$ cat src/rtl/bpu_pkg.sv
`default_nettype none
// ============================================================================
// Module   : bpu_pkg
// Brief    : Shared types, counter encodings and helpers for the BPU update path
// Revision : 1.0 - initial release
// ============================================================================
package bpu_pkg;

    localparam int IDX_W_DFLT = 10;
    localparam int TAG_W_DFLT = 8;

    localparam logic [1:0] HIST_SNT = 2'b00;
    localparam logic [1:0] HIST_WNT = 2'b01;
    localparam logic [1:0] HIST_WT  = 2'b10;
    localparam logic [1:0] HIST_ST  = 2'b11;

    typedef struct packed {
        logic [IDX_W_DFLT-1:0] index;
        logic [TAG_W_DFLT-1:0] tag;
        logic                  taken;
        logic [31:0]           target;
        logic                  is_ret;
    } bpu_upd_t;

    typedef enum logic [0:0] {
        SWEEP = 1'b0,
        RUN   = 1'b1
    } bpu_state_e;

    // Both weak states promote straight to strongly-taken on a taken branch.
    function automatic logic [1:0] hist_next(input logic [1:0] hist, input logic taken);
        logic [1:0] nxt;
        nxt = HIST_SNT;
        case (hist)
            HIST_SNT: nxt = taken ? HIST_WNT : HIST_SNT;
            HIST_WNT: nxt = taken ? HIST_ST  : HIST_SNT;
            HIST_WT:  nxt = taken ? HIST_ST  : HIST_SNT;
            HIST_ST:  nxt = taken ? HIST_ST  : HIST_WT;
            default:  nxt = HIST_SNT;
        endcase
        return nxt;
    endfunction

endpackage
`default_nettype wire

$ cat src/rtl/bpu_upd_fifo.sv
`default_nettype none
// ============================================================================
// Module   : bpu_upd_fifo
// Brief    : Synchronous in-order FIFO holding pending branch updates
// Revision : 1.0 - initial release
// ============================================================================
module bpu_upd_fifo #(
    parameter int WIDTH = 8,
    parameter int DEPTH = 4,
    localparam int PTR_W = $clog2(DEPTH),
    localparam int CNT_W = PTR_W + 1
) (
    input  logic             i_clk,
    input  logic             i_rst,
    input  logic             i_clear,
    input  logic             i_push,
    input  logic [WIDTH-1:0] i_data,
    input  logic             i_pop,
    output logic [WIDTH-1:0] o_data,
    output logic             o_full,
    output logic             o_empty,
    output logic [CNT_W-1:0] o_count
);
    import bpu_pkg::*;

    logic [WIDTH-1:0] r_mem [DEPTH];
    logic [PTR_W-1:0] r_wr_ptr;
    logic [PTR_W-1:0] r_rd_ptr;
    logic [CNT_W-1:0] r_count;
    logic             w_push;
    logic             w_pop;

    assign o_full  = (r_count == CNT_W'(DEPTH));
    assign o_empty = (r_count == '0);
    assign o_count = r_count;
    assign o_data  = r_mem[r_rd_ptr];
    assign w_push  = i_push && !o_full;
    assign w_pop   = i_pop && !o_empty;

    always_ff @(posedge i_clk) begin
        if (w_push) begin
            r_mem[r_wr_ptr] <= i_data;
        end
    end

    always_ff @(posedge i_clk) begin
        if (i_rst || i_clear) begin
            r_wr_ptr <= '0;
            r_rd_ptr <= '0;
            r_count  <= '0;
        end else begin
            if (w_push) begin
                r_wr_ptr <= r_wr_ptr + PTR_W'(1);
            end
            if (w_pop) begin
                r_rd_ptr <= r_rd_ptr + PTR_W'(1);
            end
            if (w_push && !w_pop) begin
                r_count <= r_count + CNT_W'(1);
            end else if (!w_push && w_pop) begin
                r_count <= r_count - CNT_W'(1);
            end
        end
    end

endmodule
`default_nettype wire

$ cat src/rtl/bpu_update_ctrl.sv
`default_nettype none
// ============================================================================
// Module   : bpu_update_ctrl
// Brief    : Owns the BHT/BTB write port: invalidate sweep plus queued RMW updates
// Revision : 1.0 - initial release
// ============================================================================
module bpu_update_ctrl
    import bpu_pkg::*;
#(
    parameter int IDX_W      = IDX_W_DFLT,
    parameter int TAG_W      = TAG_W_DFLT,
    parameter int FIFO_DEPTH = 4,
    localparam int CNT_W     = $clog2(FIFO_DEPTH) + 1
) (
    input  logic             cpu_clk,
    input  logic             cpu_rst,
    input  logic             upd_valid,
    output logic             upd_ready,
    input  logic [IDX_W-1:0] upd_index,
    input  logic [TAG_W-1:0] upd_tag,
    input  logic             upd_taken,
    input  logic [31:0]      upd_target,
    input  logic             upd_is_ret,
    input  logic             flush_all,
    output logic [IDX_W-1:0] tbl_rd_index,
    input  logic             tbl_rd_valid,
    input  logic [TAG_W-1:0] tbl_rd_tag,
    input  logic [1:0]       tbl_rd_hist,
    output logic             tbl_we,
    output logic [IDX_W-1:0] tbl_wr_index,
    output logic             tbl_wr_valid,
    output logic [TAG_W-1:0] tbl_wr_tag,
    output logic [1:0]       tbl_wr_hist,
    output logic             tbl_wr_target_en,
    output logic [31:0]      tbl_wr_target,
    output logic             tbl_wr_is_ret,
    output logic             busy,
    output logic [CNT_W-1:0] fifo_cnt
);

    typedef struct packed {
        logic [IDX_W-1:0] index;
        logic [TAG_W-1:0] tag;
        logic             taken;
        logic [31:0]      target;
        logic             is_ret;
    } upd_t;

    localparam logic [IDX_W-1:0] c_SWP_LAST = '1;

    bpu_state_e       r_state;
    logic [IDX_W-1:0] r_swp;
    upd_t             w_in;
    upd_t             w_head;
    logic             w_full;
    logic             w_empty;
    logic             w_pop;
    logic             w_hit;

    assign w_in      = '{index: upd_index, tag: upd_tag, taken: upd_taken,
                         target: upd_target, is_ret: upd_is_ret};
    assign upd_ready = !w_full;
    assign busy      = (r_state == SWEEP);
    assign w_pop     = (r_state == RUN) && !w_empty;
    assign tbl_rd_index = w_head.index;
    assign w_hit     = tbl_rd_valid && (tbl_rd_tag == w_head.tag);

    bpu_upd_fifo #(
        .WIDTH ($bits(upd_t)),
        .DEPTH (FIFO_DEPTH)
    ) u_fifo (
        .i_clk   (cpu_clk),
        .i_rst   (cpu_rst),
        .i_clear (flush_all),
        .i_push  (upd_valid),
        .i_data  (w_in),
        .i_pop   (w_pop),
        .o_data  (w_head),
        .o_full  (w_full),
        .o_empty (w_empty),
        .o_count (fifo_cnt)
    );

    always_ff @(posedge cpu_clk) begin
        if (cpu_rst || flush_all) begin
            r_state <= SWEEP;
            r_swp   <= '0;
        end else if (r_state == SWEEP) begin
            r_swp <= r_swp + IDX_W'(1);
            if (r_swp == c_SWP_LAST) begin
                r_state <= RUN;
            end
        end
    end

    always_comb begin
        tbl_we           = 1'b0;
        tbl_wr_index     = r_swp;
        tbl_wr_valid     = 1'b0;
        tbl_wr_tag       = '0;
        tbl_wr_hist      = HIST_WT;
        tbl_wr_target_en = 1'b0;
        tbl_wr_target    = w_head.target;
        tbl_wr_is_ret    = 1'b0;
        case (r_state)
            SWEEP: tbl_we = 1'b1;
            RUN: begin
                if (!w_empty) begin
                    tbl_wr_index  = w_head.index;
                    tbl_wr_valid  = 1'b1;
                    tbl_wr_tag    = w_head.tag;
                    tbl_wr_is_ret = w_head.is_ret;
                    if (w_hit) begin
                        tbl_we           = 1'b1;
                        tbl_wr_hist      = hist_next(tbl_rd_hist, w_head.taken);
                        tbl_wr_target_en = w_head.taken;
                    end else if (w_head.taken) begin
                        tbl_we           = 1'b1;
                        tbl_wr_target_en = 1'b1;
                    end
                end
            end
            default: tbl_we = 1'b0;
        endcase
        // A flushed head must not reach the table, and reset never writes.
        if (cpu_rst || flush_all) begin
            tbl_we = 1'b0;
        end
    end

endmodule
`default_nettype wire

$ cat config.mk
export PLATFORM = sky130hd
export DESIGN_NAME = bpu_update_ctrl
export DESIGN_NICKNAME = d
export VERILOG_FILES = /design/src/rtl/bpu_pkg.sv /design/src/rtl/bpu_upd_fifo.sv /design/src/rtl/bpu_update_ctrl.sv
export SDC_FILE = /design/constraint.sdc
export NUM_CORES = 1
export LEC_CHECK = 0
export BUFFER_PORTS_ARGS = -buffer_cell sky130_fd_sc_hd__buf_2
export CAP_MARGIN = 20
export CELL_PAD_IN_SITES_DETAIL_PLACEMENT = 0
export CELL_PAD_IN_SITES_GLOBAL_PLACEMENT = 2
export CORE_UTILIZATION = 42
export CTS_CLUSTER_SIZE = 12
export DETAILED_ROUTE_END_ITERATION = 8
export HOLD_SLACK_MARGIN = 0.03
export MAX_ROUTING_LAYER = met4
export PLACE_DENSITY = 0.91
export SYNTH_ARGS = -nofsm -noshare
export SYNTH_HDL_FRONTEND = slang
export SYNTH_SLANG_ARGS = --single-unit
$ cat constraint.sdc
create_clock -name cpu_clk -period 2.86 [get_ports cpu_clk]
set_clock_uncertainty 0.05 [all_clocks]
set_input_delay 0.143 -clock cpu_clk [delete_from_list [all_inputs] [get_ports cpu_clk]]
set_output_delay 0.143 -clock cpu_clk [all_outputs]
set_load 0.02 [all_outputs]
==> impl_metrics.env <==
export IMPL_status="complete, no violations"
export IMPL_ir_worst_vdd_mv=0.552
export IMPL_register_area_um2=6650
export IMPL_cpMaxStageDelayCell="sky130_fd_sc_hd__mux4_2"
export IMPL_unrepaired_setup_endpoints_after_global_routing="no"
export IMPL_synth_avg_cell_area_um2=20.0
export IMPL_grt_start_max_net_pins=36
export IMPL_cts_tree="built"
export IMPL_tightest_slew_ps=726
export IMPL_remaining_routing_drc_violations=0
export IMPL_critical_path_endpoint_type="primary output"
export IMPL_finalCriticalPeriod_ps=2640
export IMPL_clock_transition_at_the_register_clock_pins_on_the_worst_setup_and_hold_paths_after_cts_ps=60
export IMPL_totalPowerFinal_mw=6.88
export IMPL_leading_cell_types_by_total_area_after_synthesis="sky130_fd_sc_hd__edfxtp_1 (71%), sky130_fd_sc_hd__mux4_2 (13%), sky130_fd_sc_hd__dfxtp_1 (4.6%)"
export IMPL_timing_rr_start="u_fifo.o_count[0]$_SDFFE_PN0P_"
export IMPL_final_layout_size_suffix_gt1_share_pct=36.4
export IMPL_hold_worst_slack_ps=166
export IMPL_grt_antenna_before_repair=0
export IMPL_number_of_drc_markers_in_iteration_0=258
export IMPL_asyncSetResetFlopFracSynth_pct=0
export IMPL_final_area_um2=11100
export IMPL_timing_fmax_mhz=378
export IMPL_ctsRootBufferMaster="sky130_fd_sc_hd__clkbuf_16"
export IMPL_timing_hold_violations_final=0
export IMPL_ys_warnings_count=0
export IMPL_multi_input_combinational_cell_area_um2=2000
export IMPL_synth_edff_count=208
export IMPL_hold_path_endpoint="u_fifo.r_wr_ptr[0]$_SDFFE_PN0P_"
export IMPL_power_per_cell_area_nw_per_um2=622
export IMPL_worst_endpoint_required_ps=2670
export IMPL_cp_arrival_ps=2450
export IMPL_total_overflow_reported_by_the_global_router=0
export IMPL_cp_num_buf_inv=1
export IMPL_setup_worst_path_start_class="register"
export IMPL_routed_via_density=5.11
export IMPL_row_cnt=52
export IMPL_final_max_tran_viols=0
export IMPL_vias=4733
export IMPL_first_global_vias=5055
export IMPL_layout_nets=725
export IMPL_timing_final_crit_share_pct=92.5
export IMPL_cellLeakagePower_nw=3.93
export IMPL_cp_slowest_stage_delay_ps=540
export IMPL_finalSetupViolations=0
export IMPL_track_usage_pct=17.0
export IMPL_ys_types=34
export IMPL_post_dp_cell_area_um2=9830
export IMPL_netlist_instances=438
export IMPL_initial_core_util_pct=43.1
export IMPL_wire_per_inst_um=18.7
export IMPL_criticalPathCategory="reg2out"
export IMPL_hold_path_cell_count=4
export IMPL_ys_ff_latch=228
export IMPL_die_h_um=146
export IMPL_worst_r2r_setup_slack_ps=510
export IMPL_flow_area_growth_from_synthesis_pct=26.5
export IMPL_clock_tree_buffer_depth=3
export IMPL_design_die_area_um2=21400
export IMPL_antenna_violating_nets_post_route=0
export IMPL_netlist_top_cells_count="sky130_fd_sc_hd__edfxtp_1 (208), sky130_fd_sc_hd__mux4_2 (51), sky130_fd_sc_hd__nand2_1 (34), sky130_fd_sc_hd__dfxtp_1 (20), sky130_fd_sc_hd__nor2_1 (19)"
export IMPL_io_pins=138
export IMPL_clock_sink_count=228
export IMPL_rr_endpoint="u_fifo.o_count[2]$_SDFFE_PN0P_"
export IMPL_cp_top_family="multiplexers"
export IMPL_place_detailed_hpwl_um=11000
export IMPL_yosysTopAreaCell="sky130_fd_sc_hd__edfxtp_1"
export IMPL_first_pass_grt_wire_length_um=27200
export IMPL_final_core_util_pct=54.5
export IMPL_portBuffers=137
export IMPL_finalWeightedCongestion=0.813
export IMPL_timing_max_slew_rel_slack_pct=51.6
export IMPL_sequence_of_cells_on_the_critical_path="mux4_2 -> xnor2_1 -> nand2_1 -> nor4_4 -> o31a_1 -> buf_2"
export IMPL_synth_yosys_seq_area_share_pct=76.0
export IMPL_htreeDepth=1
export IMPL_min_path_type="in2reg"
export IMPL_synth_top_cell_area_share_pct=71.4
export IMPL_r2r_worst_path_cells=9
export IMPL_numCtsBuffers=24
export IMPL_synth_cell_area_um2=8750
export IMPL_hold_start="upd_valid"
export IMPL_final_setup_tns_ps=0
export IMPL_clkLatencyLatePin_ps=500
export IMPL_synth_nets=514
export IMPL_dr_pass1_iters=4
export IMPL_reported_max_cap_violation_count=0
export IMPL_critical_path_peak_fanout=8
export IMPL_insertedDiodeCount=0
export IMPL_nFillCells=1626
export IMPL_route_final_wire_length_um=17300
export IMPL_ys_dominant_reg_cell="sky130_fd_sc_hd__edfxtp_1"
export IMPL_floorplan_die_width_um=146
export IMPL_synth_most_common_cell="sky130_fd_sc_hd__edfxtp_1"
export IMPL_coreArea_um2=20300
==> worst min-delay path: cells and delay by family <==
kind / cells / cell delay [ps]
buffers and inverters: 1 / 130
AND/OR/NAND/NOR: 2 / 320
XOR/XNOR: 1 / 90
==> cell type report <==
type	instances	area share, %
clock buffer	25	5.46
tap	270	3.05
timing repair buffer	203	12.4
multi-input combinational	185	18.1
inverter	7	0.237
clock inverter	8	0.599
sequential	228	60.1
==> per-stage QoR <==
step                setup slack, ps  instances
floorplan                       231        438
global placement                404        838
detailed placement              365        838
CTS                            92.7        926
global route                   27.1        926
finish                          215        926
==> timing repair <==
action	CTS	global route
pin swaps	0	1
hold endpoints to repair	208	0
gates resized for setup	2	0
hold buffers	52	0
setup endpoints to repair	3	1
setup buffers	3	1
==> where the power goes <==
group	leakage (nW)	internal [mW]	switching (mW)
Combinational	1.53	0.198	0.241
Sequential	2.07	3.73	0.0241
Clock	0.328	1.52	1.17
==> worst max path at each step <==
stage | end | cells past startpoint
after floorplan | u_fifo.r_mem[0][0]$_DFFE_PP_ | 3
after global placement | tbl_wr_hist[0] | 6
after detailed placement | tbl_wr_hist[1] | 6
after CTS | tbl_wr_hist[1] | 6
after global routing | tbl_wr_hist[1] | 6
final | tbl_we | 6
==> cells in the final DEF (no fill, tap or decap), drive strengths merged, types with 3 or more instances in the layout <==
cell / netlist / layout
mux4: 51 / 51
dfxtp: 20 / 20
inv: 7 / 8
nand3: 6 / 6
ha: 8 / 8
clkbuf: 7 / 25
edfxtp: 208 / 208
and2: 11 / 11
xnor2: 12 / 12
xor2: 10 / 10
buf: 11 / 151
mux2i: 4 / 4
nor2b: 3 / 3
a21oi: 4 / 4
nor2: 19 / 19
and3: 8 / 8
dlygate4sd3: 0 / 52
nand2: 34 / 34
clkinv: 0 / 7
==> logic make-up after synthesis <==
kind of cell,synth area share (%)
mux,13.7
flops,76.0
buf+inv,1.26
fa+ha+maj,1.37
compound gates,0.658
simple gates,4.81
xor+xnor,2.20
==> flip-flops by register name, summed over array words and instances, names as in the netlist, named ones only <==
name and count:
u_fifo.r_rd_ptr 2, u_fifo.r_mem 208, u_fifo.r_wr_ptr 2, u_fifo.o_count 3
r_state 1, r_swp 10
==> metal layers <==
metal / track usage [%] / part of all wire, % / vias up
li1: - / - / 2144
met5: - / 0 / -
met2: 28.2 / 48 / 183
met1: 20.9 / 41 / 2372
met4: 4.17 / 2.4 / 0
met3: 4.13 / 8.4 / 34
No activity file was read; power rests on OpenSTA's default activity.
